## src/rtl/seven_seg_pkg.sv

```systemverilog
// Shared definitions for the seven-segment scan path: digit geometry and
// the per-digit storage record used by the scanner and the segment decoder.
package seven_seg_pkg;

    localparam int NUM_DIGITS = 8;
    localparam int DIGIT_W    = 4;
    localparam int SEL_W      = 3;

    typedef struct packed {
        logic               blank;
        logic               dp;
        logic [DIGIT_W-1:0] value;
    } digit_t;

    // Power-up / reset content of every digit: dark, no point, value 0.
    localparam digit_t DIGIT_RESET = '{blank: 1'b1, dp: 1'b0, value: 4'h0};

    // A digit counts as zero for leading-zero purposes when it reads 0 or is
    // blanked (a dark digit cannot anchor a visible number to its right).
    function automatic logic digit_is_zero(input digit_t d);
        return d.blank | (d.value == 4'h0);
    endfunction

endpackage

```

## src/rtl/seven_seg_scanner_refresh_prescaler.sv

```systemverilog
// Refresh prescaler: counts 0..REFRESH_DIV-1 and flags the terminal-count
// cycle with a registered one-cycle tick.
module refresh_prescaler #(
    parameter int REFRESH_DIV = 100000
) (
    input  logic clk,
    input  logic rst,
    output logic tick
);

    localparam int CNT_W = (REFRESH_DIV > 2) ? $clog2(REFRESH_DIV) : 1;
    localparam logic [CNT_W-1:0] TERM = CNT_W'(REFRESH_DIV - 1);

    logic [CNT_W-1:0] cnt_r;
    logic [CNT_W-1:0] cnt_next_s;
    logic             tick_r;

    // Next count value with wrap at the terminal count.
    always_comb begin
        cnt_next_s = '0;
        if (cnt_r == TERM) begin
            cnt_next_s = '0;
        end else begin
            cnt_next_s = cnt_r + CNT_W'(1);
        end
    end

    // Count register plus tick pre-decoded from the next count so the tick
    // is high exactly while the counter sits at the terminal value.
    always_ff @(posedge clk or posedge rst) begin
        if (rst) begin
            cnt_r  <= '0;
            tick_r <= 1'b0;
        end else begin
            cnt_r  <= cnt_next_s;
            tick_r <= (cnt_next_s == TERM);
        end
    end

    assign tick = tick_r;

endmodule

```

## src/rtl/seven_seg_scanner.sv

```systemverilog
// Time-multiplexed 8-digit scan controller: per-digit storage with a write
// port, leading-zero suppression, and registered num/sel/dp/digit_active
// outputs feeding the combinational segment/anode decoder.
module seven_seg_scanner
    import seven_seg_pkg::*;
#(
    parameter int REFRESH_DIV = 100000
) (
    input  logic               clk,
    input  logic               rst,
    input  logic               wr_en,
    input  logic [SEL_W-1:0]   wr_addr,
    input  logic [DIGIT_W-1:0] wr_data,
    input  logic               wr_dp,
    input  logic               wr_blank,
    input  logic               lz_suppress,
    output logic [DIGIT_W-1:0] num,
    output logic [SEL_W-1:0]   sel,
    output logic               dp,
    output logic               digit_active,
    output logic               frame_tick
);

    digit_t                store_r [NUM_DIGITS];
    logic                  tick_s;
    logic [SEL_W-1:0]      scan_idx_r;
    logic [SEL_W-1:0]      scan_next_s;
    logic [NUM_DIGITS-1:0] supp_s;
    logic [NUM_DIGITS-1:0] vis_s;
    digit_t                cur_s;
    logic                  cur_vis_s;

    refresh_prescaler #(
        .REFRESH_DIV(REFRESH_DIV)
    ) u_prescaler (
        .clk  (clk),
        .rst  (rst),
        .tick (tick_s)
    );

    // Digit storage: all three fields of the addressed digit replaced together.
    always_ff @(posedge clk or posedge rst) begin
        if (rst) begin
            for (int i = 0; i < NUM_DIGITS; i++) begin
                store_r[i] <= DIGIT_RESET;
            end
        end else if (wr_en) begin
            store_r[wr_addr] <= '{blank: wr_blank, dp: wr_dp, value: wr_data};
        end
    end

    // Scan index after this edge; the 3-bit add wraps 7 back to 0.
    always_comb begin
        scan_next_s = scan_idx_r;
        if (tick_s) begin
            scan_next_s = scan_idx_r + SEL_W'(1);
        end else begin
            scan_next_s = scan_idx_r;
        end
    end

    // Scan index register.
    always_ff @(posedge clk or posedge rst) begin
        if (rst) begin
            scan_idx_r <= '0;
        end else begin
            scan_idx_r <= scan_next_s;
        end
    end

    // Leading-zero mask: digit i (i>=1) is hidden when it and every digit to
    // its left read zero; digit 0 always shows so a value of 0 stays visible.
    always_comb begin
        logic all_zero_v;
        supp_s     = '0;
        all_zero_v = 1'b1;
        for (int i = NUM_DIGITS - 1; i >= 1; i--) begin
            all_zero_v = all_zero_v & digit_is_zero(store_r[i]);
            supp_s[i]  = lz_suppress & all_zero_v;
        end
    end

    // Per-digit visibility and selection of the digit being presented.
    always_comb begin
        for (int i = 0; i < NUM_DIGITS; i++) begin
            vis_s[i] = ~store_r[i].blank & ~supp_s[i];
        end
        cur_s     = store_r[scan_next_s];
        cur_vis_s = vis_s[scan_next_s];
    end

    // Registered decoder-facing outputs; a hidden digit keeps its value on
    // num but has its point forced dark and its anode gated.
    always_ff @(posedge clk or posedge rst) begin
        if (rst) begin
            num          <= '0;
            sel          <= '0;
            dp           <= 1'b1;
            digit_active <= 1'b0;
            frame_tick   <= 1'b0;
        end else begin
            num          <= cur_s.value;
            sel          <= scan_next_s;
            dp           <= ~(cur_s.dp & cur_vis_s);
            digit_active <= cur_vis_s;
            frame_tick   <= tick_s & (scan_idx_r == SEL_W'(NUM_DIGITS - 1));
        end
    end

endmodule

```

## config.mk

```make
export PLATFORM = sky130hd
export DESIGN_NAME = seven_seg_scanner
export DESIGN_NICKNAME = d
export VERILOG_FILES = /design/src/rtl/seven_seg_pkg.sv /design/src/rtl/seven_seg_scanner_refresh_prescaler.sv /design/src/rtl/seven_seg_scanner.sv
export SDC_FILE = /design/constraint.sdc
export NUM_CORES = 1
export LEC_CHECK = 0
export CORE_AREA = 2 2 107 109
export CTS_BUF_LIST = sky130_fd_sc_hd__clkbuf_8
export DETAILED_ROUTE_END_ITERATION = 10
export DIE_AREA = 0 0 109 111
export SLEW_MARGIN = 20
export SYNTH_ARGS = -nofsm -noshare
export SYNTH_HDL_FRONTEND = slang
export SYNTH_SLANG_ARGS = --single-unit
```

## constraint.sdc

```tcl
create_clock -name clk -period 3.35 [get_ports clk]
set_input_delay 1.005 -clock clk [delete_from_list [all_inputs] [get_ports clk]]
set_output_delay 1.005 -clock clk [all_outputs]
set_load 0.01 [all_outputs]
```

==> results of run 1 <==
==> per-layer routing <==
layer / global-route usage (%) / vias to the layer above / routed length (um)
met5: 0 / - / 0
met4: 6.07 / 0 / 176
met3: 2.82 / 17 / 320
met2: 21.9 / 57 / 3810
met1: 20.6 / 1313 / 3890
li1: - / 1266 / -
==> layout make-up <==
cell class | instances | area (um2) | share of cell area, %
inverters | 9 | 33.8 | 0.773
repair buffers | 27 | 270 | 6.18
flip-flops and latches | 76 | 1910 | 43.7
multi-input cells | 240 | 1760 | 40.2
clock inverters | 4 | 55.1 | 1.26
well taps | 143 | 179 | 4.09
clock buffers | 12 | 165 | 3.78
==> metrics by stage <==
step                std cells  power (W)  hold WS (ps)  util [%]  instance area [um2]
floorplan                 339    0.00142           458         -                 3770
global placement          495    0.00153           485      37.5                 4150
detailed placement        495    0.00155           490      37.5                 4150
CTS                       511    0.00232           503      39.5                 4370
global route              511    0.00241           511      39.5                 4370
finish                    511    0.00230           501      39.5                 4370
==> synthesized netlist by cell type (all sizes together) (4+ instances only) <==
library cell and n:
dfrtp 67, nand2 52, mux2 48, nor2 20, nand3 14, nor4 10
xnor2 10, dfstp 9, inv 9, clkbuf 8, nand4 7, xor2 7
buf 6, nor3 6, o21ai 6, and3 5, nor3b 5, a311oi 4
a31o 4, nand4b 4
==> worst min-delay path by stage <==
stage | startpoint | endpoint
final | u_prescaler.cnt_r[0]$_DFF_PP0_ | u_prescaler.cnt_r[0]$_DFF_PP0_
after global placement | u_prescaler.cnt_r[0]$_DFF_PP0_ | u_prescaler.cnt_r[0]$_DFF_PP0_
after global routing | u_prescaler.cnt_r[0]$_DFF_PP0_ | u_prescaler.cnt_r[0]$_DFF_PP0_
after CTS | u_prescaler.cnt_r[0]$_DFF_PP0_ | u_prescaler.cnt_r[0]$_DFF_PP0_
after detailed placement | u_prescaler.cnt_r[0]$_DFF_PP0_ | u_prescaler.cnt_r[0]$_DFF_PP0_
after floorplan | u_prescaler.cnt_r[0]$_DFF_PP0_ | u_prescaler.cnt_r[0]$_DFF_PP0_
==> power groups by stage <==
stage / Sequential, W / Combinational (W) / Clock [W]
finish: 0.00119 / 0.000345 / 0.000766
global placement: 0.00120 / 0.000336 / 0
detailed placement: 0.00120 / 0.000348 / 0
floorplan: 0.00118 / 0.000235 / 0
global route: 0.00121 / 0.000384 / 0.000822
CTS: 0.00119 / 0.000349 / 0.000783
==> logic make-up (layout without fill, tap and decap cells) <==
group,Yosys count,after routing
and+or+nand+nor,136,136
DFF,76,76
muxes,50,50
AOI/OAI and AO/OA,34,34
buffers and inverters,23,52
xor gates and xnor gates,17,17
adders and majority gates,3,3
==> sequential cells by signal (all words and copies together), names as in the netlist <==
register,cells
frame_tick,1
dp,1
u_prescaler.tick,1
u_prescaler.cnt_r,17
store_r,48
sel,3
num,4
digit_active,1
==> tab_implementation.tex, run 1 <==
\begin{tabular}{lr}
\hline
Metric & Value \\
\hline
\multicolumn{2}{l}{\textbf{Routing}} \\
DRC marker count from the first detailed-route iteration & 190 \\
Routed length per placed instance & 16.1 um \\
Router iterations before antenna repair & 4 \\
Count of unresolved DRC violations after routing & 0 \\
DR vias/cell & 5.19 \\
Count of antenna-violating nets left after detailed routing & 0 \\
Post-detailed-routing wire length & a little over 8000 um \\
Number of vias in the routed layout & 2653 \\
\multicolumn{2}{l}{\textbf{Timing}} \\
Final-report hold violation count & 0 \\
Count of final max-slew check failures & 0 \\
Setup repair after global routing missed its margin & no \\
Final setup violating endpoints & 0 \\
Post-layout minimum cycle time & 2400 ps \\
Normalized max-slew margin & 58.6\% \\
Crit share post-route & roughly 72\% \\
Worst-margin pin slew & 615 ps \\
Skew final & about 13 ps \\
Sum of negative setup slack & 0 ps \\
Top achievable clock speed & 417 MHz \\
Worst Setup Slack, final & 954 ps \\
\multicolumn{2}{l}{\textbf{Global route}} \\
Global-route wire length before repair & $\sim$14000 um \\
Via count of the first global-routing pass & 2637 \\
Pin count of the biggest net entering global routing & between 50 and 60 \\
Total Routing Usage GR & between 10\% and 20\% \\
Antenna violations before repair & 0 \\
GRT overflow & 0 \\
\multicolumn{2}{l}{\textbf{Status}} \\
Status & finished, final reports clean \\
\multicolumn{2}{l}{\textbf{Critical path}} \\
Path type of the worst setup path & reg2out \\
Crit path cell chain & clkdlybuf4s50\_1 \\
Length in cells of the worst reg-to-reg path & 8 \\
Launch instance of the worst register-to-register path & sel[0]\$\_DFF\_PP0\_ \\
Crit-path max cell delay & 530 ps \\
Number of buffer and inverter instances along the worst setup path & 1 \\
Timing startpoint of the critical path & dp\$\_DFF\_PP1\_ \\
Endpoint of the worst setup timing path & dp \\
Type of element launching the critical path & flop \\
Critical Path Slowest Stage Cell & dfstp\_2 \\
CP endpoint kind & output port \\
Family of cells with the greatest summed delay on the critical path & flip-flops \\
Slack of the worst reg-to-reg path & 1040 ps \\
End of the worst register-to-register path & digit\_active\$\_DFF\_PP0\_ \\
WP depth & 1 \\
Biggest fanout along the worst timing path & 1 \\
Data required time at the worst endpoint & 2340 ps \\
Worst path arrival time & 1390 ps \\
\multicolumn{2}{l}{\textbf{Synth}} \\
Async set-or-reset flop fraction in the synthesized netlist & 100\% \\
Xor-xnor portion of the synthesized cell area & approximately 4.2\% \\
Total of flip-flops plus latches after synthesis & 76 \\
Share of synthesized area spent on multiplexers & $\sim$15\% \\
Compound-gate portion of the synthesized area & under 10\% \\
Netlist Area Pre-Place & 3770 um2 \\
Post-synthesis adder-cell area fraction & 0.996\% \\
Average cell area after synthesis & 11.1 um2 \\
Warnings from Yosys & 0 \\
Leading register cell type out of synthesis & dfrtp\_1 \\
Largest family of logic cells by synthesized area & simple AND/OR/NAND/NOR gates \\
Share of the synthesized area in the top cell type & $\sim$45\% \\
Count of mapped cells out of synthesis & 339 \\
Synthesized netlist net count & 355 \\
Cell taking the most area after synthesis & dfrtp\_1 \\
Share of the yosys chip area belonging to registers & 50.8\% \\
Number of enable flip-flop cells after synthesis & 0 \\
Synth unique cells & 52 \\
Cell types with the largest area share after synthesis & dfrtp\_1 (45\%), mux2\_2 (14\%), dfstp\_2 (6.3\%), nand2\_1 (5.2\%), xnor2\_1 (2.1\%) \\
Simple-gate portion of the synthesized area & 19.7\% \\
\multicolumn{2}{l}{\textbf{Final layout}} \\
Highest-count cells in the layout ignoring fill and taps & dfrtp\_1 (67), nand2\_1 (52), mux2\_2 (48) \\
Synth-to-Final Area Change & 16.1\% \\
Most common cell after layout, fill and taps aside & dfrtp\_1 \\
Filler cells & 1051 \\
Number of nets in the finished design & 379 \\
Share of cells above drive strength 1 & 26.9\% \\
Ant diodes & 0 \\
\multicolumn{2}{l}{\textbf{Clocking}} \\
CTS root buffer & clkbuf\_8 \\
Num CTS Buffers & 9 \\
Clock-pin transition on the worst setup and hold timing paths & 90 ps \\
\# resized after CTS & 0 \\
CTS Sinks & 76 \\
H-tree depth & 3 \\
CTS Buffer Depth & 2 \\
TritonCTS clock tree & built \\
Worst-skew pair later-pin latency & 350 ps \\
Number of buffers added for setup after CTS & 0 \\
CTS Hold Bufs & 0 \\
\multicolumn{2}{l}{\textbf{Power}} \\
Clock Power Share & about a third \\
Flop pwr share & 51.7\% \\
Maximum vdd drop & 0.219 mV \\
Power density over the cells & 525 nW/um2 \\
NetSw & just over 0.0006 W \\
Leakage power of the design & $\sim$1.8 nW \\
Relative contribution of combinational cells to total power & 15.0\% \\
Switching Fraction & 26.7\% \\
Internal portion of total power & 0.00169 W \\
\multicolumn{2}{l}{\textbf{Floorplanning}} \\
Initial Util & 34.0\% \\
DIE AREA & 12100 um2 \\
Number of top-level design ports & 23 \\
Overall die width & 109 um \\
Vertical die dimension & about 110 um \\
Core area & 11100 um2 \\
Std cell rows & 39 \\
\multicolumn{2}{l}{\textbf{Job}} \\
Number of max-capacitance violations reported & 0 \\
\multicolumn{2}{l}{\textbf{Placement}} \\
Post-place setup slack & approximately 650 ps \\
Total half-perimeter wirelength after legalization and detailed placement & around 5700 um \\
Number of I/O port buffers & 22 \\
Final GP Congestion & 0.825 \\
\multicolumn{2}{l}{\textbf{Min path}} \\
Worst min path class & reg2reg \\
Number of instances on the worst hold path & 1 \\
\hline
\end{tabular}
No activity file was read; power rests on OpenSTA's default activity.
==> run 2: changes to the inputs <==
==> constraint.sdc (replaced) <==
create_clock -name clk -period 2.3 [get_ports clk]
set_input_delay 0.69 -clock clk [delete_from_list [all_inputs] [get_ports clk]]
set_output_delay 0.69 -clock clk [all_outputs]
set_load 0.01 [all_outputs]
==> run 2 against run 1 <==
- power is 46% higher
- core utilization is 1.2 points higher
- die area did not move
- hold slack got worse by 8.8 ps
- register-to-register slack worse by 800 ps
- sequential power rose by 45%
- cell area is 3.1% higher
- combinational power is 49% higher
- critical endpoint unchanged
- largest cell class unchanged
==> tab_implementation.tex, run 2 (same netlist as run 1, synthesis figures left out) <==
\begin{tabular}{lr}
\hline
Metric & Value \\
\hline
\multicolumn{2}{l}{\textbf{Status}} \\
Status & finished, final reports clean \\
\multicolumn{2}{l}{\textbf{Critical path}} \\
Path type of the worst setup path & reg2out \\
WP depth & 1 \\
Crit-path max cell delay & $\sim$540 ps \\
Data required time at the worst endpoint & 1610 ps \\
Biggest fanout along the worst timing path & 1 \\
Type of element launching the critical path & flop \\
Critical Path Slowest Stage Cell & dfstp\_2 \\
Launch instance of the worst register-to-register path & u\_prescaler.cnt\_r[0]\$\_DFF\_PP0\_ \\
Family of cells with the greatest summed delay on the critical path & flip-flops \\
Length in cells of the worst reg-to-reg path & 6 \\
Crit path cell chain & clkdlybuf4s50\_1 \\
CP endpoint kind & output port \\
Timing startpoint of the critical path & dp\$\_DFF\_PP1\_ \\
Number of buffer and inverter instances along the worst setup path & 1 \\
Worst path arrival time & 1430 ps \\
\multicolumn{2}{l}{\textbf{Placement}} \\
Number of I/O port buffers & 22 \\
Cell count after placement & 511 \\
Cell area reported after detailed placement & about 4300 um2 \\
Total half-perimeter wirelength after legalization and detailed placement & 5940 um \\
Final GP Congestion & 0.828 \\
\multicolumn{2}{l}{\textbf{Final layout}} \\
Largest register FFs & 48 \\
Ant diodes & 0 \\
Final instance area & around 4500 um2 \\
Filler cells & 1073 \\
Synth-to-Final Area Change & 19.6\% \\
Post-layout instance count excluding filler cells & 527 \\
Biggest register & store\_r \\
Highest-count cells in the layout ignoring fill and taps & dfrtp\_1 (67), nand2\_1 (52), mux2\_2 (48) \\
Most common cell after layout, fill and taps aside & dfrtp\_1 \\
Area taken by flip-flops and latches & 1910 um2 \\
Number of nets in the finished design & 395 \\
Share of cells above drive strength 1 & 29.4\% \\
Largest registers & store\_r (48), u\_prescaler.cnt\_r (17), num (4) \\
Area of the multi-input gates & 1760 um2 \\
\multicolumn{2}{l}{\textbf{Clocking}} \\
Worst-skew pair later-pin latency & 360 ps \\
CTS Sinks & 76 \\
H-tree depth & 3 \\
CTS Hold Bufs & 0 \\
TritonCTS clock tree & built \\
CTS root buffer & clkbuf\_8 \\
Clock-pin transition on the worst setup and hold timing paths & 80 ps \\
CTS Buffer Depth & 2 \\
\# resized after CTS & 0 \\
Num CTS Buffers & 9 \\
Number of buffers added for setup after CTS & 0 \\
\multicolumn{2}{l}{\textbf{Power}} \\
Flop pwr share & 51.6\% \\
Internal portion of total power & 0.00250 W \\
Switching Fraction & approximately 25\% \\
Clock Power Share & 33.1\% \\
Leakage power of the design & between 1.5 and 2 nW \\
NetSw & around 0.00085 W \\
Maximum vdd drop & 0.302 mV \\
Power density over the cells & 745 nW/um2 \\
Relative contribution of combinational cells to total power & 15.3\% \\
Sum of internal, switching and leakage power & between 0.003 and 0.004 W \\
\multicolumn{2}{l}{\textbf{Routing}} \\
Count of unresolved DRC violations after routing & 0 \\
DR WL met3 & roughly 320 um \\
Router iterations before antenna repair & 4 \\
Routed length per placed instance & roughly 16 um \\
Count of antenna-violating nets left after detailed routing & 0 \\
Detail Route met2 WL & 3710 um \\
Number of vias in the routed layout & 2638 \\
DRC marker count from the first detailed-route iteration & 117 \\
Wire length on met1 & 4060 um \\
DR vias/cell & 5.01 \\
Post-detailed-routing wire length & 8220 um \\
Highest routing layer actually used & met4 \\
\multicolumn{2}{l}{\textbf{Timing}} \\
Setup repair after global routing missed its margin & no \\
Normalized max-slew margin & between 60\% and 70\% \\
Worst-margin pin slew & roughly 570 ps \\
Post-layout minimum cycle time & 2120 ps \\
Count of final max-slew check failures & 0 \\
Final-report hold violation count & 0 \\
Final setup violating endpoints & 0 \\
Top achievable clock speed & 472 MHz \\
Skew final & about 17 ps \\
Crit share post-route & 92.1\% \\
\multicolumn{2}{l}{\textbf{Floorplanning}} \\
DIE AREA & approximately 12000 um2 \\
Overall die width & 109 um \\
Std cell rows & 39 \\
Vertical die dimension & 111 um \\
Core area & approximately 11000 um2 \\
Initial Util & 34.0\% \\
Number of top-level design ports & 23 \\
\multicolumn{2}{l}{\textbf{Min path}} \\
HP Start & u\_prescaler.cnt\_r[0]\$\_DFF\_PP0\_ \\
Worst min path class & reg2reg \\
Number of instances on the worst hold path & 1 \\
\multicolumn{2}{l}{\textbf{Global route}} \\
Total Routing Usage GR & 15.0\% \\
Via count of the first global-routing pass & roughly 2.8k \\
Global-route wire length before repair & 14000 um \\
Pin count of the biggest net entering global routing & 36 \\
GRT overflow & 0 \\
Antenna violations before repair & 0 \\
\multicolumn{2}{l}{\textbf{Job}} \\
Number of max-capacitance violations reported & 0 \\
\hline
\end{tabular}
[run 2: area by class of cell]
class	instances	share of cell area, %
flip-flops and latches	76	42.4
well taps	143	3.97
clock buffers	10	3.05
clock inverters	6	1.78
repair buffers	43	8.94
inverters	9	0.833
multi-input cells	240	39.0
[run 2: worst paths after layout]
kind / endpoint / slack (ps)
setup / recovery: dp / 180
hold / removal: u_prescaler.cnt_r[0]$_DFF_PP0_ / 490
setup reg to reg: u_prescaler.tick$_DFF_PP0_ / 240
hold reg to reg: u_prescaler.cnt_r[0]$_DFF_PP0_ / 490
max in group asynchronous: store_r[41]$_DFFE_PP1P_ / 1130
min in group asynchronous: u_prescaler.cnt_r[12]$_DFF_PP0_ / 640
[run 2: layer usage]
layer,track usage [%],vias up
li1,-,1299
met1,21.7,1285
met4,5.98,0
met2,21.3,45
met3,3.76,9
met5,0,-
[run 2: stage by stage]
| step | setup WS [ps] | utilization [%] | TNS (ps) | hold WS (ps) |
|---|---|---|---|---|
| 4_1_cts | 155 | 40.7 | 0 | 496 |
| 2_1_floorplan | 392 | - | 0 | 458 |
| 6_report | 182 | 40.7 | 0 | 492 |
| 3_5_place_dp | 16.9 | 38.7 | 0 | 490 |
| 5_1_grt | 51.6 | 40.7 | 0 | 529 |
| 3_3_place_gp | -5.91 | 38.7 | -5.91 | 479 |
[run 2: power by group through the flow]
stage	Clock (W)	Combinational, W	Sequential (W)
2_1_floorplan	0	0.000342	0.00172
3_3_place_gp	0	0.000509	0.00175
3_5_place_dp	0	0.000521	0.00176
4_1_cts	0.00115	0.000522	0.00173
5_1_grt	0.00121	0.000573	0.00176
6_report	0.00111	0.000514	0.00173
